**src/rtl/motion_pkg.sv**
```systemverilog
// Shared definitions for the maze-car motion sequencer.
// Holds the command op encodings, the sequencer FSM state type, the
// steps_left width, and the packed command word stored in the queue.
package motion_pkg;

  localparam int STEP_W = 16;

  localparam logic [2:0] OP_STOP   = 3'd0;
  localparam logic [2:0] OP_FWD    = 3'd1;
  localparam logic [2:0] OP_TURN_L = 3'd2;
  localparam logic [2:0] OP_TURN_R = 3'd3;
  localparam logic [2:0] OP_UTURN  = 3'd4;

  typedef enum logic [1:0] {
    S_IDLE,
    S_LOAD,
    S_RUN,
    S_SETTLE
  } state_t;

  typedef struct packed {
    logic [2:0]        op;
    logic [STEP_W-1:0] steps;
  } cmd_t;

  localparam int CMD_W = $bits(cmd_t);

endpackage

```
**src/rtl/cmd_fifo.sv**
```systemverilog
// Synchronous command FIFO for the motion sequencer.
// Ports:
//   clk, rst   - clock, asynchronous active-high reset (pointers/count only)
//   i_flush    - empties the queue on the next edge; wins over push/pop
//   i_push     - write i_data (ignored when full)
//   i_data     - command word
//   i_pop      - drop the head entry (ignored when empty)
//   o_data     - head entry (valid when !o_empty)
//   o_full     - DEPTH entries held
//   o_empty    - no entries held
module cmd_fifo
  import motion_pkg::*;
#(
  parameter int DEPTH = 4,
  parameter int WIDTH = CMD_W
) (
  input  logic             clk,
  input  logic             rst,
  input  logic             i_flush,
  input  logic             i_push,
  input  logic [WIDTH-1:0] i_data,
  input  logic             i_pop,
  output logic [WIDTH-1:0] o_data,
  output logic             o_full,
  output logic             o_empty
);

  localparam int PTR_W = $clog2(DEPTH);
  localparam int CNT_W = PTR_W + 1;

  logic [WIDTH-1:0] r_mem [DEPTH];
  logic [PTR_W-1:0] r_wr_ptr;
  logic [PTR_W-1:0] r_rd_ptr;
  logic [CNT_W-1:0] r_count;
  logic             w_push;
  logic             w_pop;

  assign o_full  = (r_count == CNT_W'(DEPTH));
  assign o_empty = (r_count == '0);
  assign w_push  = i_push & ~o_full & ~i_flush;
  assign w_pop   = i_pop & ~o_empty & ~i_flush;
  assign o_data  = r_mem[r_rd_ptr];

  // Pointers wrap naturally because DEPTH is a power of two.
  always_ff @(posedge clk or posedge rst) begin
    if (rst) begin
      r_wr_ptr <= '0;
      r_rd_ptr <= '0;
      r_count  <= '0;
    end else if (i_flush) begin
      r_wr_ptr <= '0;
      r_rd_ptr <= '0;
      r_count  <= '0;
    end else begin
      if (w_push) r_wr_ptr <= r_wr_ptr + PTR_W'(1);
      if (w_pop)  r_rd_ptr <= r_rd_ptr + PTR_W'(1);
      r_count <= r_count + CNT_W'(w_push) - CNT_W'(w_pop);
    end
  end

  always_ff @(posedge clk) begin
    if (w_push) r_mem[r_wr_ptr] <= i_data;
  end

endmodule

```
**src/rtl/motion_sequencer.sv**
```systemverilog
// Motion sequencer: runs queued wheel commands (forward, pivot turns,
// U-turn, stop) as step pulses plus wheel directions for stepmotor, with a
// slow/fast/slow speed profile and an idle settle gap after each command.
// Ports:
//   clk, rst          - clock, asynchronous active-high reset
//   cmd_valid/ready   - command handshake (ready = queue not full)
//   cmd_op, cmd_steps - command op and FWD step count
//   abort             - flush queue and halt on the next edge
//   step_pulse        - one-clk pulse per motor step
//   dir_left/right    - 1 = that wheel turns forward
//   busy              - executing or queue non-empty
//   cmd_done          - one-clk pulse when a command and its settle finish
//   steps_left        - remaining steps of the current command
module motion_sequencer
  import motion_pkg::*;
#(
  parameter int FIFO_DEPTH   = 4,
  parameter int DIV_SLOW     = 20000,
  parameter int DIV_FAST     = 8000,
  parameter int RAMP_STEPS   = 16,
  parameter int TURN90_STEPS = 200,
  parameter int SETTLE_CYC   = 50000
) (
  input  logic              clk,
  input  logic              rst,
  input  logic              cmd_valid,
  output logic              cmd_ready,
  input  logic [2:0]        cmd_op,
  input  logic [STEP_W-1:0] cmd_steps,
  input  logic              abort,
  output logic              step_pulse,
  output logic              dir_left,
  output logic              dir_right,
  output logic              busy,
  output logic              cmd_done,
  output logic [STEP_W-1:0] steps_left
);

  if (2 * TURN90_STEPS > 65535) begin : g_bad_turn
    $error("motion_sequencer: 2*TURN90_STEPS does not fit steps_left");
  end
  if (DIV_FAST > DIV_SLOW || DIV_FAST < 2) begin : g_bad_div
    $error("motion_sequencer: need 2 <= DIV_FAST <= DIV_SLOW");
  end
  if (FIFO_DEPTH < 2 || (FIFO_DEPTH & (FIFO_DEPTH - 1)) != 0) begin : g_bad_depth
    $error("motion_sequencer: FIFO_DEPTH must be a power of two >= 2");
  end

  localparam int DIV_W = $clog2(DIV_SLOW + 1);
  localparam int SET_W = $clog2(SETTLE_CYC + 1);

  function automatic logic [STEP_W-1:0] target_steps(input cmd_t c);
    case (c.op)
      OP_FWD:               return c.steps;
      OP_TURN_L, OP_TURN_R: return STEP_W'(TURN90_STEPS);
      OP_UTURN:             return STEP_W'(2 * TURN90_STEPS);
      default:              return '0;
    endcase
  endfunction

  // {left, right}; the U-turn pivots clockwise like TURN_R.
  function automatic logic [1:0] op_dirs(input logic [2:0] op);
    case (op)
      OP_FWD:    return 2'b11;
      OP_TURN_L: return 2'b01;
      OP_TURN_R: return 2'b10;
      OP_UTURN:  return 2'b10;
      default:   return 2'b00;
    endcase
  endfunction

  state_t            r_state;
  cmd_t              r_cmd;
  logic [STEP_W-1:0] r_steps_left;
  logic [STEP_W-1:0] r_issued;
  logic [DIV_W-1:0]  r_div;
  logic [SET_W-1:0]  r_set;
  logic              r_pulse;
  logic              r_done;
  logic              r_dir_l;
  logic              r_dir_r;

  cmd_t              w_head;
  cmd_t              w_push_data;
  logic              w_full;
  logic              w_empty;
  logic              w_pop;
  logic              w_slow;
  logic              w_div_hit;
  logic              w_set_hit;
  logic [STEP_W-1:0] w_target;
  logic [1:0]        w_dirs;

  assign w_push_data = '{op: cmd_op, steps: cmd_steps};

  cmd_fifo #(
    .DEPTH (FIFO_DEPTH),
    .WIDTH (CMD_W)
  ) u_fifo (
    .clk     (clk),
    .rst     (rst),
    .i_flush (abort),
    .i_push  (cmd_valid),
    .i_data  (w_push_data),
    .i_pop   (w_pop),
    .o_data  (w_head),
    .o_full  (w_full),
    .o_empty (w_empty)
  );

  assign cmd_ready  = ~w_full;
  assign busy       = (r_state != S_IDLE) | ~w_empty;
  assign step_pulse = r_pulse;
  assign cmd_done   = r_done;
  assign dir_left   = r_dir_l;
  assign dir_right  = r_dir_r;
  assign steps_left = r_steps_left;

  // Slow while ramping up (first RAMP_STEPS) and ramping down (last RAMP_STEPS).
  assign w_slow    = (r_issued < STEP_W'(RAMP_STEPS)) ||
                     (r_steps_left <= STEP_W'(RAMP_STEPS));
  assign w_div_hit = (r_div == (w_slow ? DIV_W'(DIV_SLOW - 1) : DIV_W'(DIV_FAST - 1)));
  assign w_set_hit = (r_set == SET_W'(SETTLE_CYC - 1));
  assign w_target  = target_steps(r_cmd);
  assign w_dirs    = op_dirs(r_cmd.op);

  // Head is taken from IDLE, or straight from the end of SETTLE.
  assign w_pop = ~abort & ~w_empty &
                 ((r_state == S_IDLE) | ((r_state == S_SETTLE) & w_set_hit));

  always_ff @(posedge clk) begin
    if (w_pop) r_cmd <= w_head;
  end

  always_ff @(posedge clk or posedge rst) begin
    if (rst) begin
      r_state      <= S_IDLE;
      r_steps_left <= '0;
      r_issued     <= '0;
      r_div        <= '0;
      r_set        <= '0;
      r_pulse      <= 1'b0;
      r_done       <= 1'b0;
      r_dir_l      <= 1'b0;
      r_dir_r      <= 1'b0;
    end else if (abort) begin
      r_state      <= S_IDLE;
      r_steps_left <= '0;
      r_issued     <= '0;
      r_div        <= '0;
      r_set        <= '0;
      r_pulse      <= 1'b0;
      r_done       <= 1'b0;
      r_dir_l      <= 1'b0;
      r_dir_r      <= 1'b0;
    end else begin
      r_pulse <= 1'b0;
      r_done  <= 1'b0;
      case (r_state)
        S_IDLE: begin
          if (!w_empty) r_state <= S_LOAD;
        end
        S_LOAD: begin
          r_steps_left       <= w_target;
          {r_dir_l, r_dir_r} <= w_dirs;
          r_issued           <= '0;
          r_div              <= '0;
          r_set              <= '0;
          r_state            <= (w_target == '0) ? S_SETTLE : S_RUN;
        end
        S_RUN: begin
          if (w_div_hit) begin
            r_pulse      <= 1'b1;
            r_steps_left <= r_steps_left - STEP_W'(1);
            r_issued     <= r_issued + STEP_W'(1);
            r_div        <= '0;
            if (r_steps_left == STEP_W'(1)) begin
              r_state <= S_SETTLE;
              r_set   <= '0;
            end
          end else begin
            r_div <= r_div + DIV_W'(1);
          end
        end
        S_SETTLE: begin
          if (w_set_hit) begin
            r_done <= 1'b1;
            if (!w_empty) begin
              r_state <= S_LOAD;
            end else begin
              r_state <= S_IDLE;
              r_dir_l <= 1'b0;
              r_dir_r <= 1'b0;
            end
          end else begin
            r_set <= r_set + SET_W'(1);
          end
        end
        default: r_state <= S_IDLE;
      endcase
    end
  end

endmodule
```
**config.mk**
```make
export PLATFORM = sky130hd
export DESIGN_NAME = motion_sequencer
export DESIGN_NICKNAME = d
export VERILOG_FILES = /design/src/rtl/motion_pkg.sv /design/src/rtl/cmd_fifo.sv /design/src/rtl/motion_sequencer.sv
export SDC_FILE = /design/constraint.sdc
export NUM_CORES = 1
export LEC_CHECK = 0
export ABC_AREA = 1
export CORE_ASPECT_RATIO = 1.2
export CORE_MARGIN = 4
export CORE_UTILIZATION = 30
export DETAILED_ROUTE_END_ITERATION = 10
export DONT_BUFFER_PORTS = 1
export GPL_TIMING_DRIVEN = 0
export PLACE_DENSITY = 0.41
export RECOVER_POWER = 25
export SYNTH_ARGS = -nofsm -noshare
export SYNTH_HDL_FRONTEND = slang
export SYNTH_SLANG_ARGS = --single-unit
export TNS_END_PERCENT = 30
```
**constraint.sdc**
```tcl
create_clock -name clk -period 3 [get_ports clk]
set_input_delay 0.6 -clock clk [delete_from_list [all_inputs] [get_ports clk]]
set_output_delay 0.6 -clock clk [all_outputs]
set_load 0.05 [all_outputs]
```
==> results of run 1 <==
-- report_power, final --
part / internal (mW) / switching (mW) / leakage, nW
sequential: 2.79 / 0.546 / 1.91
clock: 1.33 / 1.01 / 0.302
combinational: 0.669 / 1.59 / 1.61
total: 4.79 / 3.14 / 3.83
-- worst max-delay path: stages (launching register included) --
cell	delay, ns
dfrtp_1	0.42
inv_1	0.06
nand3_1	0.47
nand2_1	0.16
nor2_1	0.29
inv_1	0.17
nor2_2	0.55
buf_8	0.23
-- stage by stage --
| stage | power, mW | utilization, % | cells |
|---|---|---|---|
| 5_1_grt | 8.47 | 34.8 | 1356 |
| 4_1_cts | 8.05 | 34.8 | 1356 |
| 2_1_floorplan | 4.92 | - | 940 |
| 6_report | 7.93 | 34.8 | 1356 |
| 3_5_place_dp | 5.69 | 32.6 | 1324 |
| 3_3_place_gp | 5.69 | 32.2 | 1319 |
-- worst paths after layout --
kind / cells after the start / startpoint / slack (ns) / endpoint
setup / recovery: 7 / u_fifo.r_count[1] / 0.35 / u_fifo.r_mem[2][5]
hold / removal: 0 / cmd_steps[0] / 0.26 / u_fifo.r_mem[3][0]
setup reg to reg: 7 / u_fifo.r_count[1] / 0.35 / u_fifo.r_mem[2][5]
hold reg to reg: 2 / r_div[1] / 0.52 / r_div[1]
max in group asynchronous: 2 / rst / 1.67 / r_set[4]
min in group asynchronous: 1 / rst / 0.47 / r_issued[15]
-- layer usage --
layer	share of wire [%]	vias up	GRT usage, %
met5	0	-	0
met4	1.3	0	3.84
met3	3.1	18	3.25
met2	51	77	27.0
met1	45	2966	18.4
li1	-	3191	-
-- sequential cells by signal, indices dropped and copies added, names as in the netlist, 3 cells and up --
register and flops:
u_fifo.r_mem 76, r_cmd 19, r_issued 16, r_set 16
steps_left 16, r_div 15, u_fifo.r_count 3
-- repair_timing --
item	4_1_cts	5_1_grt
resized for setup	0	3
setup endpoints to repair	0	1
setup buffers	0	0
-- layout make-up --
type | instances | area [um^2]
inverter | 94 | 355
fill | 2936 | 18200
clock buffer | 17 | 425
buffer | 33 | 183
multi-input combinational | 642 | 3230
tap | 379 | 474
timing repair buffer | 5 | 100
clock inverter | 15 | 186
sequential | 171 | 4750
-- cells by family (layout without fill, tap and decap cells) --
logic type	count (synthesis)	after routing	synth area share (%)
xor gates and xnor gates	24	24	2.47
DFF	171	171	55.9
buffers and inverters	127	164	6.31
and+or+nand+nor	463	463	23.8
AOI/OAI and AO/OA	138	138	8.93
adders and majority gates	17	17	2.59
-- cells in the final DEF (no fill, tap or decap), drive strengths merged --
master and instances:
dfrtp 76, nor4 2, o21a 1, xnor2 5
ha 16, and3 1, nor2 140, nor3 19
nand4 21, nor3b 1, bufinv 3, or2 4
nand2 205, xor2 19, clkbuf 36, o31ai 2
nand3 67, a22o 1, fa 1, o21bai 3
clkinvlp 1, a21oi 13, edfxtp 95, o221ai 1
nand3b 3, o22ai 22, o21ai 87, inv 99
o211ai 3, clkinv 6, a311oi 1, buf 19
a31oi 3, a31o 1
==> flow_summary_export.csv, run 1 <==
group,metric,value,unit
status,outcome,"finished, violations left",
status,violations,"capacitance limit, slew limit",
synth,netlist_instances,940,
timing,finalSetupTns,0,ns
clock_tree,htree_levels,4,
critical_path,cp.arrival,2.79,ns
timing,finalCritPeriodShare,88.4,%
synth,ys_seq_elements,171,
detailed_routing,drtIter0Drc,303,
timing,whs,0.262,ns
critical_path,worst-setup-path-type,"reg -> reg",
clock_tree,ctsHoldBuffers,0,
synth,synthesis.area,8510,um^2
clock_tree,cts_num_sinks,171,
die,core_area,27900,um^2
detailed_routing,dr.pass1.iters,4,
placement,gp_congestion,0.779,
clock_tree,cts-buffers-inserted,17,
timing,fin_skew,0.0107,ns
timing,max_slew_margin,-17.4,%
synth,yosysWarnings,0,
timing,drv_slew,35,
synth,ys_types,42,
placement,io_buffers,0,
layout,final_area,9710,um^2
synth,async_flop_share,44.4,%
die,die_h,192,um
grt,grt_pass1_vias,6471,
clock_tree,path_clk_slew,0.07,ns
die,die_area,31100,um^2
timing,grt_setup_unrepaired,"false",
clock_tree,cts_tree,"built",
placement,dp_hpwl,16400,um
layout,fin_nets,1004,
synth,ys_seq_area_share,55.9,%
synth,synthTopCellsByArea,"edfxtp_1, dfrtp_1, nand2_1",
timing,period_minus_slack,2.65,ns
die,initial_core_util,30.5,%
placement,place_area,9090,um^2
critical_path,end_kind,"flip-flop",
synth,synth-edff-count,95,
detailed_routing,vias,6252,
layout,antenna_cells,0,
synth,avgSynthCellArea,9.05,um^2
detailed_routing,wire_per_inst,16.5,um
timing,finalHoldViolations,0,
run,maxCapViolCount,1,
critical_path,worst-endpoint-required,3.14,ns
grt,antenna_found_initial,0,
layout,drive_gt1_share,9.11,%
power_and_ir_drop,peakVddDrop,0.394,mV
die,rows,67,
layout,area_growth,14.2,%
timing,setup_viol,0,
synth,synth_fp_nets,980,
timing,tightest_slew,1.75,ns
synth,synth_commonest_cells,"nand2_1, nor2_1, edfxtp_1",
clock_tree,cts_root_buffer,"clkbuf_16",
grt,grt_pass1_wl,36200,um
synth,synth.most_common_cell,"nand2_1",
detailed_routing,antenna_left,0,
grt,grt_use_total,15.0,%
placement,pre_cts_ws,0.199,ns
critical_path,crit_fanout,11,
timing,fmax,0.377,GHz
detailed_routing,drt_drc_violations_left,0,
power_and_ir_drop,cellLeakagePower,3.83,nW
clock_tree,clk_latency,0.43,ns
detailed_routing,wl,22400,um
timing,setup_ws,0.349,ns
critical_path,worst_setup_path_start_kind,"flip-flop",
detailed_routing,routed_via_density,4.61,
die,io_pins,45,
min_path,hp-class,"in -> reg",
grt,grt_overflow,0,
synth,synth-main-ff-cell,"edfxtp_1",
die,fp.dieW,162,um
synth,yosys.area.top_type,"edfxtp_1",
grt,grt_max_degree,43,
clock_tree,clockBufferDepth,2,
power_and_ir_drop,p_per_area,816,nW/um^2
synth,synth_top_area_share,33.5,%
Power figures use the tool's default switching activity.
==> run 2: changes to the inputs <==
--- a/config.mk
+++ b/config.mk
@@ -6,12 +6,13 @@
 export NUM_CORES = 1
 export LEC_CHECK = 0
 export ABC_AREA = 1
+export ABC_CLOCK_PERIOD_IN_PS = 3000
 export CORE_ASPECT_RATIO = 1.2
 export CORE_MARGIN = 4
 export CORE_UTILIZATION = 30
 export DETAILED_ROUTE_END_ITERATION = 10
 export DONT_BUFFER_PORTS = 1
-export GPL_TIMING_DRIVEN = 0
+export GPL_TIMING_DRIVEN = 1
 export PLACE_DENSITY = 0.41
 export RECOVER_POWER = 25
 export SYNTH_ARGS = -nofsm -noshare
==> run 2 against run 1 <==
Against the previous run:
- the flow still finishes with violations (capacitance limit, slew limit)
- die area unchanged
- global-route usage decreased by 0.79 points
- clock skew about the same
- total power shrank 1.6%
- routed wire length is 4.7% lower
- sequential share of layout area is 0.24 points higher
- register-to-register slack gained 0.12 ns
- critical endpoint is now u_fifo.r_count[2]
- largest cell class unchanged
==> flow_summary_export.csv, run 2 (synthesis gave the netlist of run 1 again) <==
group,metric,value,unit
clock_tree,cts_root_buffer,"clkbuf_16",
clock_tree,clockBufferDepth,2,
die,die_area,31100,um^2
detailed_routing,wl,21400,um
timing,finalCritPeriodShare,84.3,%
power_and_ir_drop,comb_power_share,33.8,%
critical_path,path_cells,"ha_1, nand2_1, nor2_1, nand4_1, inv_1, nand3_1, nand2_1, nand2_1, inv_1, ha_1, inv_1, ha_1, inv_1, fa_1, and3_1, nor3_1",
layout,largest_register_ff_count,76,
layout,fin_cells,1352,
critical_path,crit-reg2reg-launch,"r_set[0]",
clock_tree,ctsHoldBuffers,0,
timing,fin_skew,0.0107,ns
timing,tightest_slew,1.84,ns
critical_path,crit_buf_inv,4,
critical_path,crit_top_cell,"inv_1",
layout,final_area,9660,um^2
detailed_routing,drt_drc_violations_left,0,
power_and_ir_drop,seqPwrFrac,38.1,%
grt,antenna_found_initial,0,
clock_tree,cts_setup_buffers,0,
detailed_routing,vias,6291,
layout,postLayoutCoreUtil,34.6,%
min_path,hold_depth,1,
critical_path,crit_start,"r_set[0]",
grt,grt_pass1_vias,6337,
die,die_h,192,um
die,io_pins,45,
power_and_ir_drop,cellLeakagePower,3.85,nW
clock_tree,cts_num_sinks,171,
layout,final_cell_mix,"nand2_1, nor2_1, edfxtp_1",
power_and_ir_drop,switchingPower,3.04,mW
detailed_routing,antenna_left,0,
power_and_ir_drop,swShare,39.0,%
critical_path,worst_setup_path_start_kind,"flip-flop",
timing,max_slew_margin,-23.0,%
die,initial_core_util,30.5,%
timing,drv_slew,38,
critical_path,crit_fanout,4,
grt,grt_use_total,14.2,%
layout,drive_gt1_share,10.3,%
timing,setup_viol,0,
placement,place_area,9090,um^2
power_and_ir_drop,p_clk_share,28.1,%
clock_tree,htree_levels,4,
detailed_routing,drtIter0Drc,313,
grt,grt_pass1_wl,34700,um
critical_path,worst-endpoint-required,3.34,ns
clock_tree,path_clk_slew,0.06,ns
layout,final_common_cell,"nand2_1",
grt,grt_overflow,0,
critical_path,reg2regPathDepth,16,
layout,antenna_cells,0,
placement,io_buffers,0,
power_and_ir_drop,p_per_area,807,nW/um^2
clock_tree,cts_tree,"built",
min_path,worstHoldEndpoint,"u_fifo.r_count[1]",
timing,finalSetupTns,0,ns
layout,fin_nets,1000,
die,core_area,27900,um^2
timing,period_minus_slack,2.53,ns
min_path,hp-class,"in -> reg",
placement,gp_congestion,0.767,
critical_path,path_delay_family,"simple AND/OR/NAND/NOR gates",
critical_path,cp.arrival,2.87,ns
detailed_routing,dr.pass1.iters,4,
clock_tree,clk_latency,0.43,ns
detailed_routing,routed_via_density,4.65,
detailed_routing,wire_per_inst,15.8,um
status,violations,"capacitance limit, slew limit",
critical_path,worst-setup-path-type,"reg -> reg",
critical_path,r2r_slack,0.47,ns
layout,largest_register,"u_fifo.r_mem",
grt,grt_max_degree,40,
status,outcome,"finished, violations left",
power_and_ir_drop,p_int,4.76,mW
power_and_ir_drop,peakVddDrop,0.423,mV
critical_path,end_kind,"flip-flop",
min_path,hold_start,"abort",
timing,grt_setup_unrepaired,"false",
placement,placed_cells,1320,
critical_path,cpPeakStageDelay,0.39,ns
run,maxCapViolCount,1,
die,fp.dieW,162,um
clock_tree,cts-buffers-inserted,17,
clock_tree,cts-resized-gates,0,
timing,fmax,0.396,GHz
die,rows,67,
timing,whs,0.234,ns
critical_path,cpMaxStageDelayCell,"dfrtp_1",
timing,finalHoldViolations,0,
placement,dp_hpwl,14900,um
layout,reg.largest.list,"u_fifo.r_mem x76, r_cmd x19",
critical_path,r2r-end,"u_fifo.r_count[2]",
critical_path,path_depth,16,
layout,area_growth,13.6,%
run 2: layout make-up:
class                      count  area, um^2
clock inverter                13         141
multi-input combinational    642        3230
timing repair buffer          34         280
clock buffer                  19         433
sequential                   171        4750
fill                        2895       18300
inverter                      94         355
tap                          379         474
run 2: power groups by stage:
stage	Sequential [mW]	Clock [mW]	Combinational [mW]
4_1_cts	2.98	2.26	2.69
6_report	2.97	2.19	2.64
3_3_place_gp	3.03	0	2.68
5_1_grt	3.00	2.36	2.96
2_1_floorplan	3.28	0	1.63
3_5_place_dp	3.02	0	2.68
run 2: worst max-delay path by stage:
| stage | end | slack (ns) |
|---|---|---|
| floorplan | cmd_done | 0.46 |
| global placement | u_fifo.r_count[2] | 0.50 |
| detailed placement | u_fifo.r_count[2] | 0.44 |
| CTS | u_fifo.r_count[2] | 0.43 |
| global route | u_fifo.r_count[2] | 0.11 |
| finish | u_fifo.r_count[2] | 0.47 |
run 2: per-stage QoR:
stage | power [mW] | worst slack, ns
floorplan | 4.92 | 0.462
global placement | 5.71 | 0.503
detailed placement | 5.70 | 0.442
CTS | 7.93 | 0.431
global route | 8.33 | 0.110
finish | 7.80 | 0.472
run 2: layer usage:
| layer | vias up | wire (um) | track usage, % |
|---|---|---|---|
| li1 | 3189 | - | - |
| met1 | 2990 | 9460 | 17.8 |
| met2 | 95 | 10600 | 24.5 |
| met3 | 17 | 992 | 3.57 |
| met4 | 0 | 293 | 4.23 |
| met5 | - | 0 | 0 |
